### config.mk
export PLATFORM = sky130hd
export DESIGN_NAME = key_debounce
export DESIGN_NICKNAME = d
export VERILOG_FILES = /design/src/rtl/key_pkg.sv /design/src/rtl/key_debounce_cell.sv /design/src/rtl/key_debounce.sv
export SDC_FILE = /design/constraint.sdc
export NUM_CORES = 1
export LEC_CHECK = 0
export CELL_PAD_IN_SITES_DETAIL_PLACEMENT = 2
export CELL_PAD_IN_SITES_GLOBAL_PLACEMENT = 2
export CORE_MARGIN = 2
export CORE_UTILIZATION = 40
export DETAILED_ROUTE_END_ITERATION = 8
export PLACE_DENSITY = 0.91
export SLEW_MARGIN = 30
export SYNTH_ARGS = -nofsm -noshare
export SYNTH_HDL_FRONTEND = slang
export SYNTH_SLANG_ARGS = --single-unit
### constraint.sdc
create_clock -name m_clk -period 3.4 [get_ports m_clk]
set_input_delay 0.68 -clock m_clk [delete_from_list [all_inputs] [get_ports m_clk]]
set_output_delay 0.68 -clock m_clk [all_outputs]
set_load 0.01 [all_outputs]
### src/rtl/key_pkg.sv
// -----------------------------------------------------------------------------
// key_pkg
// Shared types and helpers for the push-button conditioner (key_debounce).
//   key_state_e    : per-key debounce FSM state, 2-bit encoding
//   KEY_RELEASED   : raw/debounced level of a released key (active-low pins)
//   KEY_PRESSED    : raw/debounced level of a pressed key
//   cnt_width()    : clog2-based counter width, never below 1 bit
// -----------------------------------------------------------------------------
package key_pkg;

   typedef enum logic [1:0] {
      IDLE_UP   = 2'd0,
      WAIT_DOWN = 2'd1,
      HELD      = 2'd2,
      WAIT_UP   = 2'd3
   } key_state_e;

   localparam logic KEY_RELEASED = 1'b1;
   localparam logic KEY_PRESSED  = 1'b0;

   // Width of a counter that must hold values 0 .. n-1.
   function automatic int cnt_width(input int n);
      return (n <= 2) ? 1 : $clog2(n);
   endfunction

endpackage

### src/rtl/key_debounce_cell.sv
// -----------------------------------------------------------------------------
// key_debounce_cell
// One key channel: two-flop synchroniser, counter-based debounce FSM,
// registered one-cycle press/release pulses and optional long-press pulse.
// Optional feature macro: KEY_LONG_PRESS_EN (long-press counter + fired flag).
// Ports:
//   m_clk      in   system clock, rising edge
//   m_rst      in   synchronous active-high reset
//   key_raw_i  in   asynchronous raw key pin, active-low
//   level_o    out  debounced level, same polarity as the pin
//   press_o    out  one-cycle pulse on debounced 1->0
//   release_o  out  one-cycle pulse on debounced 0->1
//   long_o     out  one-cycle long-press pulse (0 when feature compiled out)
// -----------------------------------------------------------------------------
module key_debounce_cell
   import key_pkg::*;
#(
   parameter int DEBOUNCE_CYCLES = 1000000,
   parameter int LONG_CYCLES     = 50000000
) (
   input  logic m_clk,
   input  logic m_rst,
   input  logic key_raw_i,
   output logic level_o,
   output logic press_o,
   output logic release_o,
   output logic long_o
);

   localparam int CW = cnt_width(DEBOUNCE_CYCLES);
   localparam logic [CW-1:0] CNT_MAX = CW'(DEBOUNCE_CYCLES - 1);

   // ---------------- synchroniser ----------------
   logic sync1_q, sync2_q;

   always_ff @(posedge m_clk) begin
      if (m_rst) begin
         sync1_q <= KEY_RELEASED;
         sync2_q <= KEY_RELEASED;
      end else begin
         sync1_q <= key_raw_i;
         sync2_q <= sync1_q;
      end
   end

   // ---------------- debounce FSM ----------------
   key_state_e    state_q, state_d;
   logic [CW-1:0] cnt_q, cnt_d;
   logic          level_q, level_d;
   logic          press_q, press_d;
   logic          release_q, release_d;

   always_ff @(posedge m_clk) begin
      if (m_rst) begin
         state_q   <= IDLE_UP;
         cnt_q     <= '0;
         level_q   <= KEY_RELEASED;
         press_q   <= 1'b0;
         release_q <= 1'b0;
      end else begin
         state_q   <= state_d;
         cnt_q     <= cnt_d;
         level_q   <= level_d;
         press_q   <= press_d;
         release_q <= release_d;
      end
   end

   always_comb begin
      state_d   = state_q;
      cnt_d     = cnt_q;
      level_d   = level_q;
      press_d   = 1'b0;
      release_d = 1'b0;
      unique case (state_q)
         IDLE_UP: begin
            if (sync2_q == KEY_PRESSED) begin
               state_d = WAIT_DOWN;
               cnt_d   = '0;
            end
         end
         WAIT_DOWN: begin
            if (sync2_q == KEY_RELEASED) begin
               state_d = IDLE_UP;          // bounce: drop silently
            end else if (cnt_q == CNT_MAX) begin
               state_d = HELD;
               level_d = KEY_PRESSED;
               press_d = 1'b1;
            end else begin
               cnt_d = cnt_q + 1'b1;
            end
         end
         HELD: begin
            if (sync2_q == KEY_RELEASED) begin
               state_d = WAIT_UP;
               cnt_d   = '0;
            end
         end
         WAIT_UP: begin
            if (sync2_q == KEY_PRESSED) begin
               state_d = HELD;             // bounce: drop silently
            end else if (cnt_q == CNT_MAX) begin
               state_d   = IDLE_UP;
               level_d   = KEY_RELEASED;
               release_d = 1'b1;
            end else begin
               cnt_d = cnt_q + 1'b1;
            end
         end
         default: state_d = IDLE_UP;
      endcase
   end

   assign level_o   = level_q;
   assign press_o   = press_q;
   assign release_o = release_q;

   // ---------------- optional long-press ----------------
`ifdef KEY_LONG_PRESS_EN
   localparam int LW = cnt_width(LONG_CYCLES);
   localparam logic [LW-1:0] LONG_MAX = LW'(LONG_CYCLES - 1);

   logic [LW-1:0] lcnt_q, lcnt_d;
   logic          fired_q, fired_d;
   logic          long_q, long_d;

   always_ff @(posedge m_clk) begin
      if (m_rst) begin
         lcnt_q  <= '0;
         fired_q <= 1'b0;
         long_q  <= 1'b0;
      end else begin
         lcnt_q  <= lcnt_d;
         fired_q <= fired_d;
         long_q  <= long_d;
      end
   end

   // Counting runs while the key is held or possibly releasing, so a short
   // release bounce (WAIT_UP -> HELD) keeps the accumulated hold time. Outside
   // those states it stays at 0, which gives the clear on entry to HELD.
   // Counting stops once fired, so the counter never wraps.
   always_comb begin
      lcnt_d  = lcnt_q;
      fired_d = fired_q;
      long_d  = 1'b0;
      if ((state_q == HELD || state_q == WAIT_UP) && state_d != IDLE_UP) begin
         if (!fired_q) begin
            lcnt_d = lcnt_q + 1'b1;
            if (lcnt_d == LONG_MAX) begin
               long_d  = 1'b1;
               fired_d = 1'b1;
            end
         end
      end else begin
         lcnt_d  = '0;
         fired_d = 1'b0;
      end
   end

   assign long_o = long_q;
`else
   logic unused_long_cfg;
   assign unused_long_cfg = ^LONG_CYCLES;
   assign long_o = 1'b0;
`endif

endmodule

### src/rtl/key_debounce.sv
// -----------------------------------------------------------------------------
// key_debounce
// Push-button input conditioner: NUM_KEYS independent channels, each with a
// two-flop synchroniser, counter debounce FSM and registered event pulses.
// Optional feature macro: KEY_LONG_PRESS_EN (one-cycle long-press pulse).
// Ports:
//   m_clk          in   system clock, rising edge
//   m_rst          in   synchronous active-high reset
//   m_key_raw      in   [NUM_KEYS] raw key pins, active-low, asynchronous
//   m_key_level    out  [NUM_KEYS] debounced level, active-low
//   m_key_press    out  [NUM_KEYS] one-cycle pulse on debounced 1->0
//   m_key_release  out  [NUM_KEYS] one-cycle pulse on debounced 0->1
//   m_key_long     out  [NUM_KEYS] one-cycle long-press pulse (0 if disabled)
// -----------------------------------------------------------------------------
module key_debounce
   import key_pkg::*;
#(
   parameter int NUM_KEYS        = 3,
   parameter int DEBOUNCE_CYCLES = 1000000,
   parameter int LONG_CYCLES     = 50000000
) (
   input  logic                m_clk,
   input  logic                m_rst,
   input  logic [NUM_KEYS-1:0] m_key_raw,
   output logic [NUM_KEYS-1:0] m_key_level,
   output logic [NUM_KEYS-1:0] m_key_press,
   output logic [NUM_KEYS-1:0] m_key_release,
   output logic [NUM_KEYS-1:0] m_key_long
);

   for (genvar k = 0; k < NUM_KEYS; k++) begin : g_key
      key_debounce_cell #(
         .DEBOUNCE_CYCLES (DEBOUNCE_CYCLES),
         .LONG_CYCLES     (LONG_CYCLES)
      ) u_cell (
         .m_clk     (m_clk),
         .m_rst     (m_rst),
         .key_raw_i (m_key_raw[k]),
         .level_o   (m_key_level[k]),
         .press_o   (m_key_press[k]),
         .release_o (m_key_release[k]),
         .long_o    (m_key_long[k])
      );
   end

endmodule

==> flow_summary.ini, run 1 <==
[synthesis]
synth_cell_type_count = 54
syn_area_mm2 = 0.00395
synthTopCellsByCount = dfxtp_1, nor2_1, nand2_1, xor2_1, nand3_1
ys_seq_area_share_pct = 41.0
syn_inst = 471
ys_ff_latch = 81
syn_area_per_cell_um2 = 8.39
async_flop_share_pct = 0
ys.flop_type = dfxtp_1
yosysMostFrequentCell = dfxtp_1
synth_edf_count = 0
yosys_warnings = 0
synth_top_area_cell = dfxtp_1
synth_top_area_share_pct = 41.0
yosys-top-cells-area = dfxtp_1, xor2_1, nor2_1

[clock_network]
clk_path_buf_depth = 2
clock_latency_ns = 0.37
cts_resized = 0
numCtsBuffers = 9
path_clk_slew_ns = 0.09
ctsHoldBuffers = 0
cts_sinks = 81
cts_tree = built
cts_setup_buffers = 0
cts_root_buf = clkbuf_8
htreeDepth = 3

[worst_setup_path]
critical-path-max-stage-delay_ns = 0.59
crit_chain = ha_1 > nand4_1 > or3b_2 > o21ai_1 > or3b_2 > a21oi_1
path_common_cell = or3b_2
required_ns = 3.66
crit_path_max_fanout = 8
rr_startpoint = g_key[2].u_cell.cnt_q[0]
worstSetupPathType = reg -> reg
slowest_stage = o21ai_1
setup.worst_path.start = g_key[2].u_cell.cnt_q[0]
crit_path_start_kind = register
reg2regPathDepth = 6
critPathCaptureType = register
cp.arrival_ns = 2.69

[power_and_ir_drop]
powerDensity_mw_per_mm2 = 394
vdd_drop_max_mv = 0.196
leakage_nw = 1.42

[sta]
layout_setup_ws_ns = 0.971
final_hold_viol_count = 0
rsz0062_at_grt = no
max_slew_margin_pct = 45.1
fin_skew_ns = 0.0159
finalSetupViolations = 0
slew_viol_final = 0
worst_slew_pin_slew_ns = 0.817
min_period_ns = 2.43
finalCritPeriodShare_pct = 71.4
max_freq_mhz = 412
setup_tns_ns = 0

[global_route]
gr-total-overflow = 0
grt_max_degree = 26
antenna_found_initial = 0
track_usage_pct = 25.9
grt_pass1_wl_mm = 20.8
grt_pass1_vias = 3823

[place]
place.port_buffers = 13
placed_area_mm2 = 0.00415
gp_congestion = 0.908
dpl.hpwl_mm = 8.68
dp_slack_ns = 0.946

[routing]
wl_met2_mm = 6.63
top_layer_used = met4
drtPass1Iterations = 4
routed_via_density = 5.80
routed_wl_mm = 12.7
wl_per_cell_um = 20.7
drc = 0
drt-initial-drc-count = 120
m1WireLength_mm = 5.30
met3_length_um = 441
postRouteAntennaNets = 0
vias = 3545

[die]
die_h_um = 103
core_mm2 = 0.00968
row_count = 36
dieWidth_um = 103
die-area_mm2 = 0.0107
start_util_pct = 40.8
ioPinCount = 17

[final_layout]
nets = 481
drive_above_1_share_pct = 9.41
final_util_pct = 44.7
seq_area_mm2 = 0.00162
multi_input_comb_area_mm2 = 0.00215
num_antenna_cells = 0
fill_cells = 1096
final_area_mm2 = 0.00433
synthToLayoutAreaGrowth_pct = 9.62

[hold_path]
holdCritPathClass = reg -> reg
worstHoldPathCells = 1
min-delay-start = g_key[2].u_cell.sync1_q

[flow_run]
maxCapViolations = 0

[outcome]
status = completed
power by group:
group          total [W]  switching (W)  internal (W)
logic          0.0000733      0.0000434     0.0000299
clock network   0.000668       0.000367      0.000301
registers       0.000966      0.0000102      0.000956
kinds of logic after synthesis:
group	Yosys count	synth area share, %
XOR/XNOR	35	7.76
flip-flops	81	41.0
other	1	0.0949
AND/OR/NAND/NOR	231	31.1
AO/OA/AOI/OAI	76	12.4
adder cells (fa/ha/maj)	3	0.950
multiplexers	7	1.99
buffers and inverters	37	4.65
state kept, by name, summed over array words and instances (netlist names), named ones only:
register                flops
g_key.u_cell.release_o      3
g_key.u_cell.cnt_q         60
g_key.u_cell.state_q        3
g_key.u_cell.press_o        3
g_key.u_cell.level_o        3
g_key.u_cell.sync2_q        3
g_key.u_cell.sync1_q        3
routing by layer:
layer	vias to the layer above	track usage, %
li1	1676	-
met1	1780	31.0
met2	65	46.1
met3	24	5.85
met4	0	8.00
met5	-	0
worst max-delay path, delay by kind of cell (launching register included):
kind	cells	cell delay, ns
compound gates	2	0.65
fa+ha+maj	1	0.25
simple gates	3	0.97
flops	1	0.44
stage by stage:
step	hold WS, ns	total power, W	instances
after floorplan	0.389	0.00103	473
after global placement	0.394	0.00106	595
after detailed placement	0.405	0.00106	595
after CTS	0.424	0.00173	611
after global routing	0.442	0.00177	611
final	0.419	0.00171	611
worst paths after layout:
| check | end | slack [ns] |
|---|---|---|
| worst max-delay path | g_key[2].u_cell.cnt_q[0] | 0.97 |
| worst min-delay path | g_key[2].u_cell.sync2_q | 0.42 |
| worst max register to register | g_key[2].u_cell.cnt_q[0] | 0.97 |
| worst min register to register | g_key[2].u_cell.sync2_q | 0.42 |
area by class of cell:
type / count / area share, %
clock buffers: 11 / 3.49
well taps: 133 / 3.84
inverters: 5 / 0.433
clock inverters: 5 / 0.693
multi-input cells: 355 / 49.7
flip-flops and latches: 81 / 37.4
repair buffers: 21 / 4.39
layout by cell type (no fill, tap or decap), types with 4 or more instances in the layout:
cell,n
a31oi_1,6
and4_1,6
or3_1,6
nor4_1,5
and2_1,6
a21oi_1,20
inv_1,5
nand3_1,25
nand3b_1,4
xor2_1,27
or2_2,8
nand2b_1,4
nor4bb_1,4
clkdlybuf4s50_1,13
o211ai_1,5
nor3_1,17
xnor2_1,8
nand2_1,45
buf_4,8
clkbuf_8,11
nand4_1,17
dfxtp_1,81
nor2_1,53
and3_1,12
o31ai_1,5
o21ai_0,20
Power figures use the tool's default switching activity.
==> run 2: changes to the inputs <==
- CORE_UTILIZATION: 40 -> 37
- PLACE_DENSITY: 0.91 -> 0.86
- clock period: 3.4 -> 2.5 ns (I/O delays scaled with it)
==> flow_summary.ini, run 2 (synthesis results as in run 1) <==
[outcome]
status = completed

[final_layout]
top_register = g_key.u_cell.cnt_q
final_util_pct = 42.3
synthToLayoutAreaGrowth_pct = 11.0
final_common_cell = dfxtp_1
fill_cells = 1181
drive_above_1_share_pct = 10.1
seq_area_mm2 = 0.00162
nets = 487
num_antenna_cells = 0
multi_input_comb_area_mm2 = 0.00215
largest_reg_flops = 60
final_cell_mix = dfxtp_1, nor2_1, nand2_1, xor2_1, nand3_1

[place]
place.port_buffers = 13
dpl.hpwl_mm = 7.89
gp_congestion = 0.847

[routing]
vias = 3482
wl_per_cell_um = 17.9
postRouteAntennaNets = 0
drt-initial-drc-count = 119
drc = 0
routed_via_density = 5.62
routed_wl_mm = 11.1
drtPass1Iterations = 4

[sta]
finalCritPeriodShare_pct = 93.1
min_period_ns = 2.33
slew_viol_final = 0
setup_tns_ns = 0
worst_slew_pin_slew_ns = 0.830
rsz0062_at_grt = no
fin_skew_ns = 0.0118
finalSetupViolations = 0
fin_hold_ws_ns = 0.425
final_hold_viol_count = 0
max_slew_margin_pct = 44.3
max_freq_mhz = 430

[worst_setup_path]
critical-path-max-stage-delay_ns = 0.52
slowest_stage = or4b_1
worstSetupPathType = reg -> reg
crit_path_max_fanout = 8
cp.arrival_ns = 2.59
crit_buf_inv = 1
critPathCaptureType = register
critPathTopFamily = simple AND/OR/NAND/NOR gates
crit_path_start_kind = register
reg2reg_slack_ns = 0.17
crit_chain = or4b_1 > or4_4 > o31ai_4 > inv_1 > a311oi_1
required_ns = 2.76

[global_route]
grt_pass1_wl_mm = 18.9
track_usage_pct = 20.8
grt_pass1_vias = 3787
gr-total-overflow = 0
grt_max_degree = 36
antenna_found_initial = 0

[clock_network]
cts_tree = built
path_clk_slew_ns = 0.08
cts_sinks = 81
numCtsBuffers = 9
cts_resized = 0
ctsHoldBuffers = 0
htreeDepth = 3
cts_setup_buffers = 0
cts_root_buf = clkbuf_8
clk_path_buf_depth = 2
clock_latency_ns = 0.37

[die]
start_util_pct = 38.1
dieWidth_um = 107
die-area_mm2 = 0.0115
die_h_um = 107
ioPinCount = 17
core_mm2 = 0.0104
row_count = 37

[power_and_ir_drop]
comb_power_share_pct = 4.4
seqPwrFrac_pct = 57.0
vdd_drop_max_mv = 0.352
powerDensity_mw_per_mm2 = 525
p_switching_w = 0.000569
clkPwrFrac_pct = 38.6
leakage_nw = 1.45
internal_power_w = 0.00173
swShare_pct = 24.7

[hold_path]
holdCritPathClass = reg -> reg

[flow_run]
maxCapViolations = 0
run 2: worst reg2reg max path, delay by kind of cell, from the launching register on:
| family | cells | cell delay, ns |
|---|---|---|
| AOI/OAI and AO/OA | 2 | 0.74 |
| buffers and inverters | 1 | 0.12 |
| DFF | 1 | 0.37 |
| and+or+nand+nor | 2 | 0.99 |
run 2: metal layers:
metal  up-vias  GRT usage (%)  routed length, um
met3         6           4.72                226
met5         -              0                  0
met2        23           37.6               5850
li1       1695              -                  -
met1      1758           24.4               4950
met4         0           6.23                 66
run 2: worst paths after layout:
kind / startpoint / end / depth (start not counted)
worst max-delay path: g_key[0].u_cell.cnt_q[12] / g_key[0].u_cell.cnt_q[2] / 5
worst max register to register: g_key[0].u_cell.cnt_q[12] / g_key[0].u_cell.cnt_q[2] / 5
worst min-delay path: g_key[2].u_cell.sync1_q / g_key[2].u_cell.sync2_q / 1
worst min register to register: g_key[2].u_cell.sync1_q / g_key[2].u_cell.sync2_q / 1
run 2: power by group through the flow:
stage | clock (W) | sequential (W) | combinational [W]
finish | 0.000889 | 0.00131 | 0.000102
global route | 0.000985 | 0.00131 | 0.000112
CTS | 0.000930 | 0.00131 | 0.000104
detailed placement | 0 | 0.00134 | 0.000103
global placement | 0 | 0.00134 | 0.0000991
floorplan | 0 | 0.00134 | 0.0000705
run 2: metrics by stage:
step                power (W)  worst slack [ns]  std cells  cell area (um2)
CTS                   0.00235             0.196        620             4390
global placement      0.00144             0.326        604             4210
global route          0.00241            0.0655        620             4390
floorplan             0.00141             0.400        473             3960
detailed placement    0.00144             0.243        604             4210
finish                0.00230             0.174        620             4390
run 2: area by class of cell:
type / instances / share of cell area, %
multi-input combinational: 355 / 49.1
tap: 136 / 3.88
clock buffer: 12 / 3.31
timing repair buffer: 27 / 5.65
clock inverter: 4 / 0.656
inverter: 5 / 0.428
sequential: 81 / 37.0
